==> config.mk <==
export PLATFORM = sky130hd
export DESIGN_NAME = muldiv_seq_ctrl
export DESIGN_NICKNAME = d
export VERILOG_FILES = /design/src/rtl/muldiv_pkg.sv /design/src/rtl/muldiv_step.sv /design/src/rtl/muldiv_seq_ctrl.sv
export SDC_FILE = /design/constraint.sdc
export NUM_CORES = 1
export LEC_CHECK = 0
export ABC_AREA = 1
export CORE_ASPECT_RATIO = 2
export CORE_MARGIN = 2
export CORE_UTILIZATION = 45
export DETAILED_ROUTE_END_ITERATION = 8
export PLACE_DENSITY = 0.72
export SLEW_MARGIN = 20
export SYNTH_ARGS = -nofsm -noshare
export SYNTH_HDL_FRONTEND = slang
export SYNTH_SLANG_ARGS = --single-unit
==> constraint.sdc <==
create_clock -name clk -period 7.4 [get_ports clk]
set_input_delay 1.48 -clock clk [delete_from_list [all_inputs] [get_ports clk]]
set_output_delay 1.48 -clock clk [all_outputs]
set_load 0.01 [all_outputs]
==> src/rtl/muldiv_pkg.sv <==
// muldiv_pkg: shared types and constants for the iterative multiply/divide unit.
// Optional feature macro: MULDIV_EARLY_OUT_EN (see muldiv_seq_ctrl).
package muldiv_pkg;

  localparam int WIDTH_DEF = 32;
  localparam int CNT_W_DEF = 6;

  localparam logic OP_MUL = 1'b1;
  localparam logic OP_DIV = 1'b0;

  typedef enum logic [1:0] {
    IDLE = 2'd0,
    RUN  = 2'd1,
    FIN  = 2'd2
  } state_e;

endpackage

==> src/rtl/muldiv_step.sv <==
// muldiv_step: one combinational iteration of shift-add multiply
// or restoring divide. Owns the adder and the subtractor.
module muldiv_step
  import muldiv_pkg::*;
#(
  parameter int WIDTH = WIDTH_DEF
) (
  input  logic               op,
  input  logic [2*WIDTH-1:0] acc,
  input  logic [WIDTH-1:0]   a,
  input  logic [WIDTH-1:0]   b,
  output logic [2*WIDTH-1:0] acc_n,
  output logic [WIDTH-1:0]   a_n,
  output logic [WIDTH-1:0]   b_n
);

  logic [WIDTH:0]   sum;
  logic [WIDTH:0]   rem_ext;
  logic [WIDTH:0]   diff;
  logic [2*WIDTH:0] wide;

  // Next accumulator/operand values for a single iteration
  always_comb begin
    sum     = {1'b0, acc[2*WIDTH-1:WIDTH]}
            + (b[0] ? {1'b0, a} : '0);
    rem_ext = {acc[2*WIDTH-1:WIDTH], a[WIDTH-1]};
    diff    = rem_ext - {1'b0, b};
    wide    = {sum, acc[WIDTH-1:0]};
    acc_n   = acc;
    a_n     = a;
    b_n     = b;
    if (op == OP_MUL) begin
      acc_n = wide[2*WIDTH:1];
      b_n   = b >> 1;
    end else begin
      a_n = a << 1;
      if (!diff[WIDTH]) begin
        acc_n = {diff[WIDTH-1:0], acc[WIDTH-2:0], 1'b1};
      end else begin
        acc_n = {rem_ext[WIDTH-1:0], acc[WIDTH-2:0], 1'b0};
      end
    end
  end

endmodule

==> src/rtl/muldiv_seq_ctrl.sv <==
// muldiv_seq_ctrl: FSM, counter and start/busy/done handshake around muldiv_step.
// Define MULDIV_EARLY_OUT_EN to finish multiplies once the multiplier runs out of ones.
module muldiv_seq_ctrl
  import muldiv_pkg::*;
#(
  parameter int WIDTH = WIDTH_DEF,
  parameter int CNT_W = CNT_W_DEF
) (
  input  logic               clk,
  input  logic               clear,
  input  logic               start,
  input  logic               op,
  input  logic [WIDTH-1:0]   x,
  input  logic [WIDTH-1:0]   y,
  output logic               busy,
  output logic               done,
  output logic [2*WIDTH-1:0] result,
  output logic               div_by_zero
);

  state_e             state_q, state_d;
  logic [CNT_W-1:0]   cnt_q, cnt_d;
  logic               op_q, op_d;
  logic [WIDTH-1:0]   a_q, a_d;
  logic [WIDTH-1:0]   b_q, b_d;
  logic [2*WIDTH-1:0] acc_q, acc_d;
  logic               busy_q, busy_d;
  logic               done_q, done_d;
  logic [2*WIDTH-1:0] res_q, res_d;
  logic               dbz_q, dbz_d;

  logic [2*WIDTH-1:0] acc_n;
  logic [WIDTH-1:0]   a_n;
  logic [WIDTH-1:0]   b_n;

`ifdef MULDIV_EARLY_OUT_EN
  logic [CNT_W-1:0]   sh_left;
`endif

  muldiv_step #(.WIDTH(WIDTH)) u_step (
    .op    (op_q),
    .acc   (acc_q),
    .a     (a_q),
    .b     (b_q),
    .acc_n (acc_n),
    .a_n   (a_n),
    .b_n   (b_n)
  );

  // Next-state, datapath and registered-output logic
  always_comb begin
    state_d = state_q;
    cnt_d   = cnt_q;
    op_d    = op_q;
    a_d     = a_q;
    b_d     = b_q;
    acc_d   = acc_q;
    res_d   = res_q;
    dbz_d   = dbz_q;
    done_d  = 1'b0;
`ifdef MULDIV_EARLY_OUT_EN
    sh_left = CNT_W'(WIDTH - 1) - cnt_q;
`endif
    unique case (state_q)
      IDLE: begin
        if (start) begin
          op_d    = op;
          a_d     = x;
          b_d     = y;
          acc_d   = '0;
          cnt_d   = '0;
          state_d = RUN;
          if (op == OP_DIV && y == '0) begin
            acc_d   = {x, {WIDTH{1'b1}}};
            state_d = FIN;
          end
`ifdef MULDIV_EARLY_OUT_EN
          else if (op == OP_MUL && y == '0) begin
            state_d = FIN;
          end
`endif
        end
      end
      RUN: begin
        acc_d = acc_n;
        a_d   = a_n;
        b_d   = b_n;
        cnt_d = cnt_q + 1'b1;
        if (cnt_q == CNT_W'(WIDTH - 1)) begin
          state_d = FIN;
        end
`ifdef MULDIV_EARLY_OUT_EN
        if (op_q == OP_MUL && b_n == '0) begin
          acc_d   = acc_n >> sh_left;
          state_d = FIN;
        end
`endif
      end
      FIN: begin
        done_d  = 1'b1;
        res_d   = acc_q;
        dbz_d   = (op_q == OP_DIV) && (b_q == '0);
        state_d = IDLE;
      end
      default: state_d = IDLE;
    endcase
    busy_d = (state_d == RUN);
  end

  // State and output registers with synchronous clear
  always_ff @(posedge clk) begin
    if (clear) begin
      state_q <= IDLE;
      cnt_q   <= '0;
      op_q    <= 1'b0;
      a_q     <= '0;
      b_q     <= '0;
      acc_q   <= '0;
      busy_q  <= 1'b0;
      done_q  <= 1'b0;
      res_q   <= '0;
      dbz_q   <= 1'b0;
    end else begin
      state_q <= state_d;
      cnt_q   <= cnt_d;
      op_q    <= op_d;
      a_q     <= a_d;
      b_q     <= b_d;
      acc_q   <= acc_d;
      busy_q  <= busy_d;
      done_q  <= done_d;
      res_q   <= res_d;
      dbz_q   <= dbz_d;
    end
  end

  assign busy        = busy_q;
  assign done        = done_q;
  assign result      = res_q;
  assign div_by_zero = dbz_q;

endmodule

==> metrics <==
run status completed; first-pass GRT wire length 73700 um; RR Startpoint state_q[0]$_SDFF_PP0_; crit start category primary input; post-synth top area cell dfxtp_1; number of synthesized register bits 204; DR WL/cell 17.4 um; die height 252 um; largest net degree at the start of global routing 106; Arrival @ worst endpoint 4.44 ns; Worst Setup SP start; Vias 14700; Synth Flop Type dfxtp_1; Pre-Repair DR Iteration Count 6; Hold Crit Start cnt_q[3]$_SDFFE_PP0P_; Hold Crit Class reg2reg; Hold Path Cell Cnt 2; Final Hold Viols 0; worst relative slew slack 0.376; Congestion Overflow GR 0; post-synthesis sequential area ratio 0.294; Mapped Area 13900 um^2; Clock Skews 0.0239 ns; # nets final 2454; fmax 246 MHz; Tcrit/Tclk final 0.550; worst vdd ir 0.000200 V; post-CTS repair timing setup buffer count 0; WS Path Type in2reg; fin crit period 4.07 ns; asr flop ratio synth 0; Buf/Inv on CP 5; Clk Latency, worst-skew pair 0.54 ns; hpwl dp 35600 um; # clock sinks 204; All-Layer GR Usage 0.288; worst hold path endpoint cnt_q[3]$_SDFFE_PP0P_; worst endpoint required time 7.77 ns; CTS tree built; final setup fails 0; RR Endpoint acc_q[7]$_SDFFE_PP0P_; reg2reg path depth 11; antenna cells 0; worst-path cell chain clkdlybuf4s50_1, nand2_1, nor2_1, nor2_1, buf_4, inv_1, buf_4, nand2_1, inv_1, a21oi_1; setup TNS 0 ns; clk buf depth 3; synth-to-layout area growth 15.9%; placer's final routability congestion estimate 1.03; flop2flop setup slack 3.61 ns; WL final 47100 um; IO buf count 134; maxcap violations 0; Vias/cell 5.46; LEAKAGE 7.71 nW; H-tree levels 1; yosys synthesis warning count 0; CP delay by family, top buffers and inverters; Die Wd 128 um; Power Density 225 nW/um^2; I/O pin count 135; Yosys top cell area share 0.294; Finished Layout Cells 2703; ANT nets after route 0; Reg clk slew, reported paths 0.06 ns; num rows 91; nature of the critical path endpoint register; Netlist cell types 46; Initial Util 0.453; Slew Limit Fails 0; root buffer cell clkbuf_16; initial antenna violation count 0; Inst Count DP 2666; main area contributors after synthesis dfxtp_1 29%, nand2_1 17%, inv_1 8.4%, o21ai_0 8.1%, ha_1 5.9%; core footprint 30600 um^2; DRC errors left 0; Post-Synthesis Cells 2245; Crit-path slowest cell inv_1; Total Die Area 32400 um^2; Post-synth EDFFs 0; hold_buf cts 0; Worst path max stage delay 0.63 ns; number of buffers created by CTS 21; vias in the first global route 13800; Worst Path Max Fanout 53; Tightest Pin Transition 0.936 ns; post_cts resized 0; layout cell share with drive strength beyond 1 0.0425; 1st-iter DRT viols 1095; RSZ-0062 raised after global routing false; mean area per synthesized cell 6.18 um^2; syn_nets 2381
-- sequential cells by signal, summed over array words and instances (netlist names) --
name         cells
a_q             32
acc_q           64
b_q             32
busy             1
cnt_q            6
div_by_zero      1
done             1
op_q             1
result          64
state_q          2
-- worst reg2reg max path: cells and delay by family, from the launching register on --
family,cells,cell delay [ns]
buffers and inverters,7,2.48
flip-flops,1,0.42
AND/OR/NAND/NOR,3,0.59
AO/OA/AOI/OAI,1,0.15
-- cells by family after synthesis --
kind of cell	count (synthesis)	share of synthesized area
and+or+nand+nor	1004	0.301
AOI/OAI and AO/OA	530	0.212
buffers and inverters	423	0.121
DFF	204	0.294
adders and majority gates	68	0.0624
xor gates and xnor gates	16	0.0101
-- placed cells by master, fill, tap and decap left out, types with 22 or more instances in the layout --
| cell | instances |
|---|---|
| nand2_1 | 622 |
| inv_1 | 312 |
| o21ai_0 | 225 |
| dfxtp_1 | 204 |
| nor2_1 | 194 |
| a21oi_1 | 160 |
| clkdlybuf4s50_1 | 133 |
| nand3_1 | 90 |
| ha_1 | 66 |
| a31oi_1 | 64 |
| a22oi_1 | 22 |
-- layout make-up --
type	count	area (um^2)
clock buffers	29	616
clock inverters	7	88.8
fillers	3153	14500
inverters	323	1210
multi-input cells	1618	8150
flip-flops and latches	204	4080
well taps	372	465
repair buffers	150	1470
-- routing by layer --
metal,vias to the layer above,global-route usage,part of all wire
li1,7452,-,-
met1,6675,0.345,0.40
met2,478,0.485,0.47
met3,143,0.0269,0.047
met4,0,0.190,0.077
met5,-,0,0
-- metrics by stage --
step | worst slack, ns | area (um^2) | utilization | total power [mW] | hold WS [ns]
after global placement | 2.85 | 15400 | 0.502 | 2.48 | 0.464
after detailed placement | 2.85 | 15400 | 0.502 | 2.49 | 0.467
after CTS | 3.36 | 16100 | 0.525 | 3.62 | 0.479
final | 3.33 | 16100 | 0.525 | 3.62 | 0.477
after global routing | 3.04 | 16100 | 0.525 | 3.83 | 0.496
after floorplan | 4.65 | 13900 | - | 2.16 | 0.449
-- Yosys cell counts (2+ instances only) --
master / n
a21o_1: 5
a21oi_1: 160
a21oi_2: 4
a221oi_1: 2
a22o_1: 13
a22oi_1: 22
a31oi_1: 64
and2_1: 7
buf_2: 8
buf_4: 3
buf_6: 5
clkbuf_1: 81
clkinv_1: 3
dfxtp_1: 204
fa_1: 2
ha_1: 66
inv_1: 312
inv_2: 8
nand2_1: 622
nand2_2: 9
nand2_4: 2
nand3_1: 90
nand3_2: 10
nand3b_1: 8
nand4_1: 17
nor2_1: 197
nor2_2: 6
nor2_4: 2
nor3_1: 16
nor3_2: 2
nor4_1: 13
o211ai_1: 2
o21a_1: 7
o21ai_0: 225
o21ai_1: 9
o21bai_1: 4
o221ai_1: 9
o22ai_1: 3
xor2_1: 16
-- power breakdown --
part	internal, mW	leakage, nW	total [mW]	switching [mW]
logic	0.397	5.69	1.23	0.834
registers	1.17	1.67	1.27	0.0931
clock network	0.650	0.353	1.13	0.476
-- worst max path at each step --
stage | to | slack (ns) | cells past startpoint
final | acc_q[7]$_SDFFE_PP0P_ | 3.33 | 10
after global routing | acc_q[6]$_SDFFE_PP0P_ | 3.04 | 10
after CTS | acc_q[3]$_SDFFE_PP0P_ | 3.36 | 10
after detailed placement | acc_q[3]$_SDFFE_PP0P_ | 2.85 | 10
after global placement | acc_q[4]$_SDFFE_PP0P_ | 2.85 | 10
after floorplan | acc_q[18]$_SDFFE_PP0P_ | 4.65 | 10
No activity file was read; power rests on OpenSTA's default activity.
